### config.mk
export PLATFORM = sky130hd
export DESIGN_NAME = mold_msg_tracker_flat
export DESIGN_NICKNAME = d
export VERILOG_FILES = /design/src/rtl/mold_pkg.sv /design/src/rtl/mold_msg_tracker_if.sv /design/src/rtl/mold_len_capture.sv /design/src/rtl/mold_msg_tracker.sv /design/src/flat_wrapper.sv
export SDC_FILE = /design/constraint.sdc
export NUM_CORES = 1
export LEC_CHECK = 0
export CORE_MARGIN = 4
export CORE_UTILIZATION = 50
export CTS_CLUSTER_SIZE = 40
export DETAILED_ROUTE_END_ITERATION = 8
export HOLD_SLACK_MARGIN = 0.1
export PLACE_DENSITY = 0.83
export SLEW_MARGIN = 20
export SYNTH_ARGS = -nofsm -noshare
export SYNTH_HDL_FRONTEND = slang
export SYNTH_SLANG_ARGS = --single-unit
### constraint.sdc
create_clock -name clk -period 15.9 [get_ports clk]
set_input_delay 2.385 -clock clk [delete_from_list [all_inputs] [get_ports clk]]
set_output_delay 2.385 -clock clk [all_outputs]
set_load 0.02 [all_outputs]
### src/rtl/mold_pkg.sv
// rtl/mold_pkg.sv - shared MoldUDP64 constants and tracker state type
package mold_pkg;

    localparam int MOLD_HDR_BYTES = 20;
    localparam int MOLD_SID_W     = 80;
    localparam int MOLD_SEQ_W     = 64;
    localparam int MOLD_LEN_W     = 16;
    localparam logic [15:0] MOLD_EOS_CNT = 16'hFFFF;

    typedef enum logic [2:0] {
        ST_IDLE,
        ST_HDR,
        ST_LEN,
        ST_DATA,
        ST_DROP
    } mold_state_e;

endpackage

### src/rtl/mold_msg_tracker_if.sv
// rtl/mold_msg_tracker_if.sv - payload beat stream in, parse results out
interface mold_msg_tracker_if #(
    parameter int D_W   = 8,
    parameter int D_LW  = 4,
    parameter int LEN_W = 16
);
    import mold_pkg::*;

    logic                   valid_i;
    logic                   start_i;
    logic                   last_i;
    logic [8*D_W-1:0]       data_i;
    logic [D_LW-1:0]        len_i;
    logic                   hdr_v_o;
    logic [MOLD_SID_W-1:0]  sid_o;
    logic [MOLD_SEQ_W-1:0]  seq_o;
    logic [LEN_W-1:0]       msg_cnt_o;
    logic                   eos_o;
    logic                   msg_len_v_o;
    logic [LEN_W-1:0]       msg_len_o;
    logic                   msg_end_v_o;
    logic [$clog2(D_W)-1:0] msg_end_off_o;
    logic                   err_o;

    modport slave (
        input  valid_i, start_i, last_i, data_i, len_i,
        output hdr_v_o, sid_o, seq_o, msg_cnt_o, eos_o, msg_len_v_o, msg_len_o,
               msg_end_v_o, msg_end_off_o, err_o
    );

    modport master (
        output valid_i, start_i, last_i, data_i, len_i,
        input  hdr_v_o, sid_o, seq_o, msg_cnt_o, eos_o, msg_len_v_o, msg_len_o,
               msg_end_v_o, msg_end_off_o, err_o
    );
endinterface

### src/rtl/mold_len_capture.sv
// rtl/mold_len_capture.sv - assembles a 2-byte big-endian length field starting at a byte offset,
// continuing from an upper byte held over from the previous beat
module mold_len_capture #(
    parameter int D_W   = 8,
    parameter int D_LW  = 4,
    parameter int LEN_W = 16
) (
    input  logic             i_en,
    input  logic [8*D_W-1:0] i_data,
    input  logic [D_LW-1:0]  i_len,
    input  logic [D_LW:0]    i_off,
    input  logic             i_hi_v,
    input  logic [7:0]       i_hi,
    output logic             o_valid,
    output logic [LEN_W-1:0] o_len,
    output logic [1:0]       o_cons,
    output logic             o_hi_v,
    output logic [7:0]       o_hi
);
    localparam int AW = $clog2(D_W);

    logic [D_LW:0]   w_avail;
    logic [AW-1:0]   w_i0;
    logic [AW-1:0]   w_i1;
    logic [7:0]      w_b0;
    logic [7:0]      w_b1;

    assign w_avail = ({1'b0, i_len} > i_off) ? ({1'b0, i_len} - i_off) : '0;
    assign w_i0    = i_off[AW-1:0];
    assign w_i1    = w_i0 + 1'b1;
    assign w_b0    = i_data[{w_i0, 3'b000} +: 8];
    assign w_b1    = i_data[{w_i1, 3'b000} +: 8];

    always_comb begin
        o_valid = 1'b0;
        o_len   = '0;
        o_cons  = 2'd0;
        o_hi_v  = 1'b0;
        o_hi    = i_hi;
        if (i_en) begin
            if (i_hi_v) begin
                if (w_avail != '0) begin
                    o_valid = 1'b1;
                    o_len   = LEN_W'({i_hi, w_b0});
                    o_cons  = 2'd1;
                end else begin
                    o_hi_v = 1'b1;
                end
            end else if (w_avail >= (D_LW+1)'(2)) begin
                o_valid = 1'b1;
                o_len   = LEN_W'({w_b0, w_b1});
                o_cons  = 2'd2;
            end else if (w_avail == (D_LW+1)'(1)) begin
                o_hi_v = 1'b1;
                o_hi   = w_b0;
                o_cons = 2'd1;
            end
        end
    end
endmodule

### src/rtl/mold_msg_tracker.sv
// rtl/mold_msg_tracker.sv - MoldUDP64 header extraction and per-beat message length/end tracking
module mold_msg_tracker
    import mold_pkg::*;
#(
    parameter int D_W   = 8,
    parameter int D_LW  = 4,
    parameter int LEN_W = 16
) (
    input  logic            clk,
    input  logic            rst,
    mold_msg_tracker_if.slave bus
);
    localparam int AW = $clog2(D_W);
    localparam int PW = D_LW + 1;
    localparam int HB = MOLD_HDR_BYTES - 2*D_W;
    localparam logic [PW-1:0] HB_P = PW'(HB);

    mold_state_e          r_state;
    logic [1:0]           r_hcnt;
    logic [16*D_W-1:0]    r_hdr;
    logic [LEN_W-1:0]     r_rem, r_left;
    logic                 r_hi_v, r_strict;
    logic [7:0]           r_hi;
    logic                 r_hdr_v, r_eos, r_len_v, r_end_v, r_err;
    logic [MOLD_SID_W-1:0] r_sid;
    logic [MOLD_SEQ_W-1:0] r_seq;
    logic [LEN_W-1:0]     r_cnt, r_msg_len;
    logic [AW-1:0]        r_end_off;

    logic [8*D_W-1:0]     w_be;
    logic [MOLD_HDR_BYTES*8-1:0] w_hdr_full;
    logic [PW-1:0]        w_len;

    always_comb begin
        w_be = '0;
        for (int b = 0; b < D_W; b++) w_be[(D_W-1-b)*8 +: 8] = bus.data_i[b*8 +: 8];
    end
    assign w_hdr_full = {r_hdr, w_be[8*D_W-1 -: 8*HB]};
    assign w_len      = PW'(bus.len_i);

    // Phase A: header bytes, or the tail of a message already in flight
    mold_state_e      w_st, w_a_state;
    logic [1:0]       w_hc0, w_a_hcnt;
    logic [PW-1:0]    w_a_p;
    logic [LEN_W-1:0] w_a_rem, w_a_left;
    logic             w_a_err, w_a_end_v, w_a_hdr_v, w_a_eos, w_a_need, w_a_hi_v, w_a_strict;
    logic [AW-1:0]    w_a_end_off;

    always_comb begin
        w_st = r_state;
        w_a_err = 1'b0;
        if (bus.start_i) begin
            w_a_err = (r_state != ST_IDLE);
            w_st    = ST_HDR;
        end
        w_hc0       = bus.start_i ? 2'd0 : r_hcnt;
        w_a_hcnt    = w_hc0;
        w_a_state   = w_st;
        w_a_p       = '0;
        w_a_rem     = r_rem;
        w_a_left    = r_left;
        w_a_end_v   = 1'b0;
        w_a_end_off = '0;
        w_a_hdr_v   = 1'b0;
        w_a_eos     = 1'b0;
        w_a_need    = 1'b0;
        w_a_hi_v    = 1'b0;
        w_a_strict  = r_strict;
        case (w_st)
            ST_HDR: begin
                if (w_hc0 != 2'd2) begin
                    w_a_hcnt = w_hc0 + 2'd1;
                    w_a_p    = w_len;
                end else if (w_len >= HB_P) begin
                    w_a_hdr_v  = 1'b1;
                    w_a_p      = HB_P;
                    w_a_left   = LEN_W'(w_hdr_full[15:0]);
                    w_a_strict = 1'b0;
                    if (w_hdr_full[15:0] == 16'd0) begin
                        w_a_state = ST_DROP;
                    end else if (w_hdr_full[15:0] == MOLD_EOS_CNT) begin
                        w_a_eos   = 1'b1;
                        w_a_state = ST_DROP;
                    end else begin
                        w_a_need = 1'b1;
                    end
                end
            end
            ST_LEN: begin
                w_a_need = 1'b1;
                w_a_hi_v = r_hi_v;
            end
            ST_DATA: begin
                if (r_rem <= LEN_W'(w_len)) begin
                    w_a_end_v   = 1'b1;
                    w_a_end_off = AW'(r_rem - LEN_W'(1));
                    w_a_p       = PW'(r_rem);
                    w_a_rem     = '0;
                    w_a_left    = r_left - LEN_W'(1);
                    if (w_a_left == '0) begin
                        w_a_state  = ST_DROP;
                        w_a_strict = 1'b1;
                        w_a_err    = w_a_err | (w_a_p < w_len);
                    end else begin
                        w_a_need = 1'b1;
                    end
                end else begin
                    w_a_rem = r_rem - LEN_W'(w_len);
                end
            end
            ST_DROP: w_a_err = w_a_err | r_strict;
            default: ;
        endcase
    end

    logic             w_cap_v, w_cap_hi_v;
    logic [LEN_W-1:0] w_cap_len;
    logic [1:0]       w_cap_cons;
    logic [7:0]       w_cap_hi;

    mold_len_capture #(.D_W(D_W), .D_LW(D_LW), .LEN_W(LEN_W)) u_len_cap (
        .i_en    (w_a_need),
        .i_data  (bus.data_i),
        .i_len   (bus.len_i),
        .i_off   (w_a_p),
        .i_hi_v  (w_a_hi_v),
        .i_hi    (r_hi),
        .o_valid (w_cap_v),
        .o_len   (w_cap_len),
        .o_cons  (w_cap_cons),
        .o_hi_v  (w_cap_hi_v),
        .o_hi    (w_cap_hi)
    );

    // Phase B: a new length field and, if short enough, the whole message behind it
    mold_state_e      w_n_state;
    logic [PW-1:0]    w_n_p, w_tail;
    logic [LEN_W-1:0] w_n_rem, w_n_left, w_avail;
    logic             w_n_err, w_n_end_v, w_n_len_v, w_n_hi_v, w_n_strict;
    logic [7:0]       w_n_hi;
    logic [AW-1:0]    w_n_end_off;

    always_comb begin
        w_n_state   = w_a_state;
        w_n_p       = w_a_p;
        w_tail      = '0;
        w_avail     = '0;
        w_n_rem     = w_a_rem;
        w_n_left    = w_a_left;
        w_n_err     = w_a_err;
        w_n_end_v   = w_a_end_v;
        w_n_end_off = w_a_end_off;
        w_n_len_v   = 1'b0;
        w_n_hi_v    = 1'b0;
        w_n_hi      = r_hi;
        w_n_strict  = w_a_strict;
        if (w_a_need) begin
            w_n_state = ST_LEN;
            w_n_hi_v  = w_cap_hi_v;
            w_n_hi    = w_cap_hi;
            if (w_cap_v) begin
                w_n_len_v = 1'b1;
                w_n_p     = w_a_p + PW'(w_cap_cons);
                w_n_rem   = w_cap_len;
                w_avail   = LEN_W'(w_len - w_n_p);
                if (w_cap_len <= w_avail) begin
                    if (w_a_end_v) begin
                        w_n_err    = 1'b1;
                        w_n_state  = ST_DROP;
                        w_n_strict = 1'b0;
                    end else begin
                        w_n_end_v   = 1'b1;
                        w_n_end_off = AW'(LEN_W'(w_n_p) + w_cap_len - LEN_W'(1));
                        w_n_p       = w_n_p + PW'(w_cap_len);
                        w_n_rem     = '0;
                        w_n_left    = w_a_left - LEN_W'(1);
                        w_tail      = w_len - w_n_p;
                        if (w_n_left == '0) begin
                            w_n_state  = ST_DROP;
                            w_n_strict = 1'b1;
                            w_n_err    = w_n_err | (w_tail != '0);
                        end else if (w_tail >= PW'(2)) begin
                            w_n_err    = 1'b1;
                            w_n_state  = ST_DROP;
                            w_n_strict = 1'b0;
                        end else if (w_tail == PW'(1)) begin
                            w_n_hi_v = 1'b1;
                            w_n_hi   = bus.data_i[{w_n_p[AW-1:0], 3'b000} +: 8];
                        end
                    end
                end else begin
                    w_n_rem   = w_cap_len - w_avail;
                    w_n_state = ST_DATA;
                end
            end
        end
        if (bus.last_i) begin
            if (w_n_state inside {ST_HDR, ST_LEN, ST_DATA}) w_n_err = 1'b1;
            w_n_state  = ST_IDLE;
            w_n_strict = 1'b0;
            w_n_hi_v   = 1'b0;
        end
    end

    always_ff @(posedge clk or posedge rst) begin
        if (rst) begin
            r_state <= ST_IDLE;
            r_hcnt <= '0; r_hdr <= '0; r_rem <= '0; r_left <= '0;
            r_hi_v <= 1'b0; r_hi <= '0; r_strict <= 1'b0;
            r_hdr_v <= 1'b0; r_eos <= 1'b0; r_len_v <= 1'b0; r_end_v <= 1'b0; r_err <= 1'b0;
            r_sid <= '0; r_seq <= '0; r_cnt <= '0; r_msg_len <= '0; r_end_off <= '0;
        end else begin
            r_hdr_v <= 1'b0;
            r_len_v <= 1'b0;
            r_end_v <= 1'b0;
            r_err   <= 1'b0;
            if (bus.valid_i) begin
                r_state  <= w_n_state;
                r_hcnt   <= w_a_hcnt;
                r_rem    <= w_n_rem;
                r_left   <= w_n_left;
                r_hi_v   <= w_n_hi_v;
                r_hi     <= w_n_hi;
                r_strict <= w_n_strict;
                r_hdr_v  <= w_a_hdr_v;
                r_len_v  <= w_n_len_v;
                r_end_v  <= w_n_end_v;
                r_err    <= w_n_err;
                if (w_st == ST_HDR) r_hdr <= {r_hdr[8*D_W-1:0], w_be};
                if (w_a_hdr_v) begin
                    r_sid <= w_hdr_full[159:80];
                    r_seq <= w_hdr_full[79:16];
                    r_cnt <= LEN_W'(w_hdr_full[15:0]);
                    r_eos <= w_a_eos;
                end
                if (w_n_len_v) r_msg_len <= w_cap_len;
                if (w_n_end_v) r_end_off <= w_n_end_off;
            end
        end
    end

    assign bus.hdr_v_o       = r_hdr_v;
    assign bus.sid_o         = r_sid;
    assign bus.seq_o         = r_seq;
    assign bus.msg_cnt_o     = r_cnt;
    assign bus.eos_o         = r_eos;
    assign bus.msg_len_v_o   = r_len_v;
    assign bus.msg_len_o     = r_msg_len;
    assign bus.msg_end_v_o   = r_end_v;
    assign bus.msg_end_off_o = r_end_off;
    assign bus.err_o         = r_err;
endmodule
### src/flat_wrapper.sv
// flat-port wrapper written by rule: the top's interface ports become plain ports
module mold_msg_tracker_flat import mold_pkg::*;
#(
    parameter int D_W   = 8,
    parameter int D_LW  = 4,
    parameter int LEN_W = 16
)
  (clk, rst, bus_valid_i, bus_start_i, bus_last_i, bus_data_i, bus_len_i, bus_hdr_v_o, bus_sid_o, bus_seq_o, bus_msg_cnt_o, bus_eos_o, bus_msg_len_v_o, bus_msg_len_o, bus_msg_end_v_o, bus_msg_end_off_o, bus_err_o);
  mold_msg_tracker_if #(.D_W(D_W), .D_LW(D_LW), .LEN_W(LEN_W)) bus_i ();
  input  logic clk;
  input  logic rst;
  input wire logic [$bits(bus_i.valid_i)-1:0] bus_valid_i;
  input wire logic [$bits(bus_i.start_i)-1:0] bus_start_i;
  input wire logic [$bits(bus_i.last_i)-1:0] bus_last_i;
  input wire logic [$bits(bus_i.data_i)-1:0] bus_data_i;
  input wire logic [$bits(bus_i.len_i)-1:0] bus_len_i;
  output wire logic [$bits(bus_i.hdr_v_o)-1:0] bus_hdr_v_o;
  output wire logic [$bits(bus_i.sid_o)-1:0] bus_sid_o;
  output wire logic [$bits(bus_i.seq_o)-1:0] bus_seq_o;
  output wire logic [$bits(bus_i.msg_cnt_o)-1:0] bus_msg_cnt_o;
  output wire logic [$bits(bus_i.eos_o)-1:0] bus_eos_o;
  output wire logic [$bits(bus_i.msg_len_v_o)-1:0] bus_msg_len_v_o;
  output wire logic [$bits(bus_i.msg_len_o)-1:0] bus_msg_len_o;
  output wire logic [$bits(bus_i.msg_end_v_o)-1:0] bus_msg_end_v_o;
  output wire logic [$bits(bus_i.msg_end_off_o)-1:0] bus_msg_end_off_o;
  output wire logic [$bits(bus_i.err_o)-1:0] bus_err_o;
  assign bus_i.valid_i = bus_valid_i;
  assign bus_i.start_i = bus_start_i;
  assign bus_i.last_i = bus_last_i;
  assign bus_i.data_i = bus_data_i;
  assign bus_i.len_i = bus_len_i;
  assign bus_hdr_v_o = bus_i.hdr_v_o;
  assign bus_sid_o = bus_i.sid_o;
  assign bus_seq_o = bus_i.seq_o;
  assign bus_msg_cnt_o = bus_i.msg_cnt_o;
  assign bus_eos_o = bus_i.eos_o;
  assign bus_msg_len_v_o = bus_i.msg_len_v_o;
  assign bus_msg_len_o = bus_i.msg_len_o;
  assign bus_msg_end_v_o = bus_i.msg_end_v_o;
  assign bus_msg_end_off_o = bus_i.msg_end_off_o;
  assign bus_err_o = bus_i.err_o;
  mold_msg_tracker #(.D_W(D_W), .D_LW(D_LW), .LEN_W(LEN_W)) u_core (.clk(clk), .rst(rst), .bus(bus_i));
endmodule
=== Yosys cells after proc, flatten, opt, wreduce, memory -nomap -nowiden ===
Index checks and enable logic that the tools add are counted.

* Flip-flop bits (word level): 359
* Output and inout bits: 184

* Add/subtract/negate cells: 14
* Order comparisons: 7
* Eq/ne operators: 11
* Shifts and indexed selects: 3
* Muxes and demuxes: 128
* Bitwise operators: 3
* Reductions and logical operators: 12

{| class="wikitable"
|+ Operators with widths
! operator !! number
|-
| 2-to-1 mux 16 bit || 17
|-
| indexed part select 64 x 7 -> 8 bit || 3
|-
| 2-to-1 mux 8 bit || 9
|-
| 2-to-1 mux 1 bit || 66
|-
| 2-to-1 mux 3 bit || 21
|-
| logical NOT 16 bit || 3
|-
| one-hot mux 16 bit (2 select lines) || 1
|-
| subtractor 16 x 1 -> 16 bit (second input constant) || 2
|-
| equality test 16 bit (second input constant) || 1
|-
| <= comparator 16 bit || 1
|-
| <= comparator 16 x 4 -> 1 bit || 1
|-
| subtractor 16 bit || 1
|-
| subtractor 16 x 4 -> 16 bit || 1
|-
| 2-to-1 mux 5 bit || 3
|-
| equality test 3 x 2 -> 1 bit (second input constant) || 4
|-
| 2-to-1 mux 2 bit || 6
|-
| equality test 5 x 1 -> 1 bit (second input constant) || 2
|-
| greater-or-equal comparator 5 x 2 -> 1 bit (second input constant) || 2
|-
| one-hot mux 5 bit (2 select lines) || 1
|-
| AND reduction 2 bit || 5
|-
| nonzero test 5 bit || 2
|-
| subtractor 4 x 5 -> 5 bit || 2
|-
| equality test 3 x 1 -> 1 bit (second input constant) || 2
|-
| one-hot mux 3 bit (2 select lines) || 1
|-
| other kinds (16) || 21
|}

=== Longest topological paths before layout ===
* Word-level depth: 26
* Mapped depth: 41
* Gate-level depth less buffers: 37

=== Hierarchy ===
A second synthesis with hierarchy kept.

* Cells, all modules: 1,948
* Area, all modules: 19,389.8 um^2

{| class="wikitable"
|+ By module, submodules not included
! module !! instances !! cells each !! area an instance (um^2) !! sequential area each (um^2)
|-
| mold_msg_tracker || 1 || 1,799 || 17,753.3 || 8,983.6
|-
| mold_len_capture || 1 || 149 || 1,636.6 || 0.0
|}

=== Least setup slack after synthesis ===
OpenSTA, ideal clock, no wires.

* Path type: in2reg
* Start point: in bus_len_i[1]
* End point: reg u_core.r_left[7]
* Library setup time: 125 ps
* Data arrival time: 10,586 ps
* Data required time: 15,775 ps
* Path slack: 5,190 ps
* Stages: 38
* Buffers on the path: 4
* Cells stage by stage: inv_1 ha_1 nand4_1 a21boi_1 nor4_4 a22oi_1 inv_2 buf_1 ha_1 fa_1 xor2_1 o2111a_1 a211oi_1 clkbuf_1 clkbuf_1 o21bai_1 ha_1 fa_1 (+2 left out) nor2b_1 o21ai_0 nand2b_1 a21oi_1 nor2_1 ha_1 a21o_1 a21o_1 a21oi_1 o211ai_1 nand2_1 o21ai_0 clkbuf_1 nor2_1 nand2_1 nor4bb_1 xnor2_1 mux2_2

* Longest elaborated chain between the ends: 17
* Elaborated cells between the ends (all ways): 46

{| class="wikitable"
|+ RTL lines
! element !! RTL line !! RTL
|-
| start: declaration || flat_wrapper.sv:16 || <nowiki>input wire logic [$bits(bus_i.len_i)-1:0] bus_len_i;</nowiki>
|-
| branches (longest 16 deep; another with <= comparator 16 x 4 -> 1 bit) || n/a ||
|-
| 2-to-1 mux 16 bit * || mold_msg_tracker.sv:157 || <nowiki>if (w_a_need) begin</nowiki>
|-
| end signal: assignment || mold_msg_tracker.sv:221 || <nowiki>r_left <= w_n_left;</nowiki>
|-
| end: declaration || mold_msg_tracker.sv:21 || <nowiki>logic [LEN_W-1:0] r_rem, r_left;</nowiki>
|}

Mark *: on every way between the ends.
A chain may end at the register's enable or synchronous reset.

=== Worst setup path in the final report ===
* Start point: in bus_len_i[1]
* End point: reg u_core.r_left[13]

Same word-level chain as after synthesis.

==> results by group <==
Run status
  – Outcome: finished clean

Cells and area
  – Layout cells sized above 1: between 10% and 20%
  – Most common cell after layout, fill and taps aside: nand2_1
  – Area Growth Syn to Fin: 22.7%
  – Filler cell count: 2,985
  – Final #Nets: around 2,300
  – Area of the multi-input gates: between 0.009 and 0.01 mm2
  – Most frequent cells in the layout: nand2_1, dfrtp_1, clkdlybuf4s50_1, mux2_2, nor2_1
  – Register area: 0.00898 mm2

Worst setup path
  – Crit path capture: u_core.r_left[13]$_DFFE_PP0P_
  – Critical R2R Launch: u_core.r_rem[0]$_DFFE_PP0P_
  – Worst setup EP type: flip-flop
  – CP Max Fanout: 22
  – Reg2Reg Depth: 33
  – Max incr delay on CP: a little over 0.7 ns
  – Critical Path Source: bus_len_i[1]
  – Worst path required time: approximately 16 ns
  – Slowest-stage cell, CP: nor2_1
  – CP Class: in2reg
  – WP data arrival: roughly 12 ns
  – Top cell by count, worst path: ha_1
  – R2R Setup Slk: a little over 6 ns
  – Worst setup SP type: input port
  – Worst R2R End: u_core.r_left[13]$_DFFE_PP0P_

Yosys
  – Ys Warns: 0
  – Gate Count Post-Synth: 1,947
  – Post-synth ARST share: 100%
  – Number of synthesized flops with an enable pin: 0
  – Syn_area_per_cell: between 9 and 10 um2
  – Yosys cell types: 87
  – Synthesized flop and latch total: about 360
  – Synthesized area: roughly 0.019 mm2
  – Synthesized net count: roughly 2,100
  – Sequential share of the synthesized area: 46.9%
  – Main synth FF type: dfrtp_1

STA
  – RSZ-0062 raised after global routing: no
  – Worst-Margin Slew: 1.13 ns
  – Final Hold Viols: 0
  – Max Slew Vio Count: 0
  – Fin crit share: between 70 and 80%
  – Fmax: 83.7 MHz
  – Slew margin rel.: about a quarter
  – Final Skew: roughly 0.011 ns
  – Endpoints failing setup: 0
  – Tmin final: roughly 12 ns
  – Hold Slack: 0.464 ns
  – Slack of the critical path: ~4.0 ns
  – Setup_tns: 0 ns

Detailed routing
  – Post-Route WL: between 60,000 and 70,000 um
  – Residual DRC count: 0
  – Vias per cell: around 6.0
  – Wire length per cell: 22.3 um
  – Initial drt markers: 1,819
  – Via Count: 16,100
  – Routed Antenna Nets: 0
  – TritonRoute pass-1 iters: 6

Global route
  – Global routing usage on met2: a little under half
  – Top Usage Layer GRT: met2
  – GRT overflow: 0
  – Global-route wire length before repair: 93,800 um
  – GRT met1 Usage: 38.7%
  – Largest net degree at the start of global routing: about 140
  – GRT met3 Usage: 5.81%
  – Number of global-route vias before repair: 16,200
  – Total Routing Usage GR: around 29%
  – Initial antenna violation count: 2

Place
  – Pre-CTS WS: 3.56 ns
  – Routability congestion estimate: a little over 1
  – Port Buf Inserts: 256
  – HPWL Detailed: roughly 43,000 um

Clock network
  – H-tree depth: 2
  – Setup bufs post-CTS: 0
  – Clk_lat worst skew: roughly 0.54 ns
  – Sinks on Clock Net: between 300 and 400
  – Inserted Clock Buffers: 39
  – Clock root cell: clkbuf_16
  – CTS Hold Bufs: 0
  – Clock transition at path regs: about 0.060 ns
  – Post-CTS Resized: 0
  – TritonCTS clock tree: yes
  – Maximum clock path buffer count: 3

Die
  – Horiz. Die Dim: about 200 um
  – IO Pins: 257
  – Starting Density: about half
  – Core Rows: just over 70
  – Chip height: 204 um
  – Die ar.: approximately 0.042 mm2
  – Area of the core: roughly 0.038 mm2

Power and ir drop
  – VDD IR max: ~0.13 mV
  – Overall power: approximately 3.9 mW
  – Power Density: roughly 170 mW/mm2
  – LEAKAGE: approximately 11 nW

Job
  – Max Cap Viol: 0

Hold path
  – Min-Delay Path Class: reg2reg
-- flip-flops by register name, indices dropped and copies added, names as in the netlist, 2 cells and up --
signal                    count
u_core.r_rem                 16
u_core.bus.msg_end_off_o      3
u_core.bus.seq_o             64
u_core.r_hcnt                 2
u_core.bus.msg_cnt_o         16
u_core.r_state                3
u_core.r_left                16
u_core.bus.msg_len_o         16
u_core.r_hdr                128
u_core.bus.sid_o             80
u_core.r_hi                   8
-- worst max-delay path, delay by kind of cell --
family	cells	cell delay [ns]
adders and majority gates	6	2.20
and+or+nand+nor	9	3.01
xor gates and xnor gates	2	0.33
buffers and inverters	4	1.61
muxes	1	0.27
AOI/OAI and AO/OA	10	2.55
-- cell type report --
cell class              instances  share of cell area [%]
clock buffers                  57                    4.78
inverters                      62                    1.03
well taps                     511                    2.72
diodes                          1                  0.0106
repair buffers                281                    11.8
flip-flops and latches        359                    38.2
multi-input cells            1426                    40.9
clock inverters                11                   0.574
-- kinds of logic after synthesis --
family / count (synthesis) / share of synthesized area, %
and+or+nand+nor: 815 / 18.5
DFF: 359 / 46.9
AOI/OAI and AO/OA: 272 / 10.1
muxes: 231 / 15.1
buffers and inverters: 162 / 3.22
adders and majority gates: 56 / 3.93
xor gates and xnor gates: 52 / 2.41
-- synthesized netlist by cell type (6+ instances only) --
library cell,number,area share (%)
inv_1,58,1.1
mux4_2,30,3.5
nor4_1,13,0.42
o221a_1,8,0.47
a21oi_1,52,1.4
o21ai_0,49,1.3
and2_1,6,0.20
a21o_1,18,0.70
nand2b_1,13,0.42
xnor2_1,31,1.4
a31oi_1,7,0.23
nand3_1,27,0.70
nand2_1,583,11
a211oi_1,9,0.35
clkbuf_1,85,1.7
a22oi_1,29,1.1
nor2_1,67,1.3
and3_1,7,0.23
nor2b_1,7,0.23
xor2_1,20,0.91
a22o_1,9,0.41
buf_1,8,0.16
o22ai_1,9,0.29
a221oi_1,7,0.32
ha_1,49,3.2
nor3_1,24,0.63
mux2_2,160,9.4
nand4_1,16,0.52
fa_1,7,0.73
mux2i_1,41,2.1
or3_1,13,0.42
buf_2,7,0.18
dfrtp_1,359,47
-- report_power, final --
group / internal [mW] / switching (mW)
sequential: 1.22 / 0.228
clock: 0.526 / 0.376
combinational: 0.719 / 0.863
total: 2.47 / 1.47
-- metal layers --
layer | wire length (um) | vias to the layer above
met5 | 13 | -
met4 | 1800 | 2
met3 | 5470 | 122
met2 | 28900 | 798
met1 | 24100 | 7987
li1 | - | 7233
-- worst min-delay path by stage --
| stage | slack, ns | start | to | depth (start not counted) |
|---|---|---|---|---|
| after CTS | 0.46 | u_core.r_hdr[91]$_DFFE_PP0P_ | u_core.bus.sid_o[43]$_DFFE_PP0P_ | 2 |
| final | 0.46 | u_core.r_hdr[91]$_DFFE_PP0P_ | u_core.bus.sid_o[43]$_DFFE_PP0P_ | 2 |
| after floorplan | 0.43 | u_core.r_hdr[64]$_DFFE_PP0P_ | u_core.bus.sid_o[16]$_DFFE_PP0P_ | 2 |
| after global routing | 0.48 | u_core.r_hdr[95]$_DFFE_PP0P_ | u_core.bus.sid_o[47]$_DFFE_PP0P_ | 2 |
| after global placement | 0.44 | u_core.r_hdr[74]$_DFFE_PP0P_ | u_core.bus.sid_o[26]$_DFFE_PP0P_ | 2 |
| after detailed placement | 0.45 | u_core.r_hdr[91]$_DFFE_PP0P_ | u_core.bus.sid_o[43]$_DFFE_PP0P_ | 2 |
-- through the flow --
stage	area [um2]	utilization (%)	cells
floorplan	19200	-	1947
global placement	22200	58.9	2638
detailed placement	22200	58.9	2638
CTS	23500	62.2	2706
global route	23500	62.3	2707
finish	23500	62.3	2708
No activity file was read; power rests on OpenSTA's default activity.
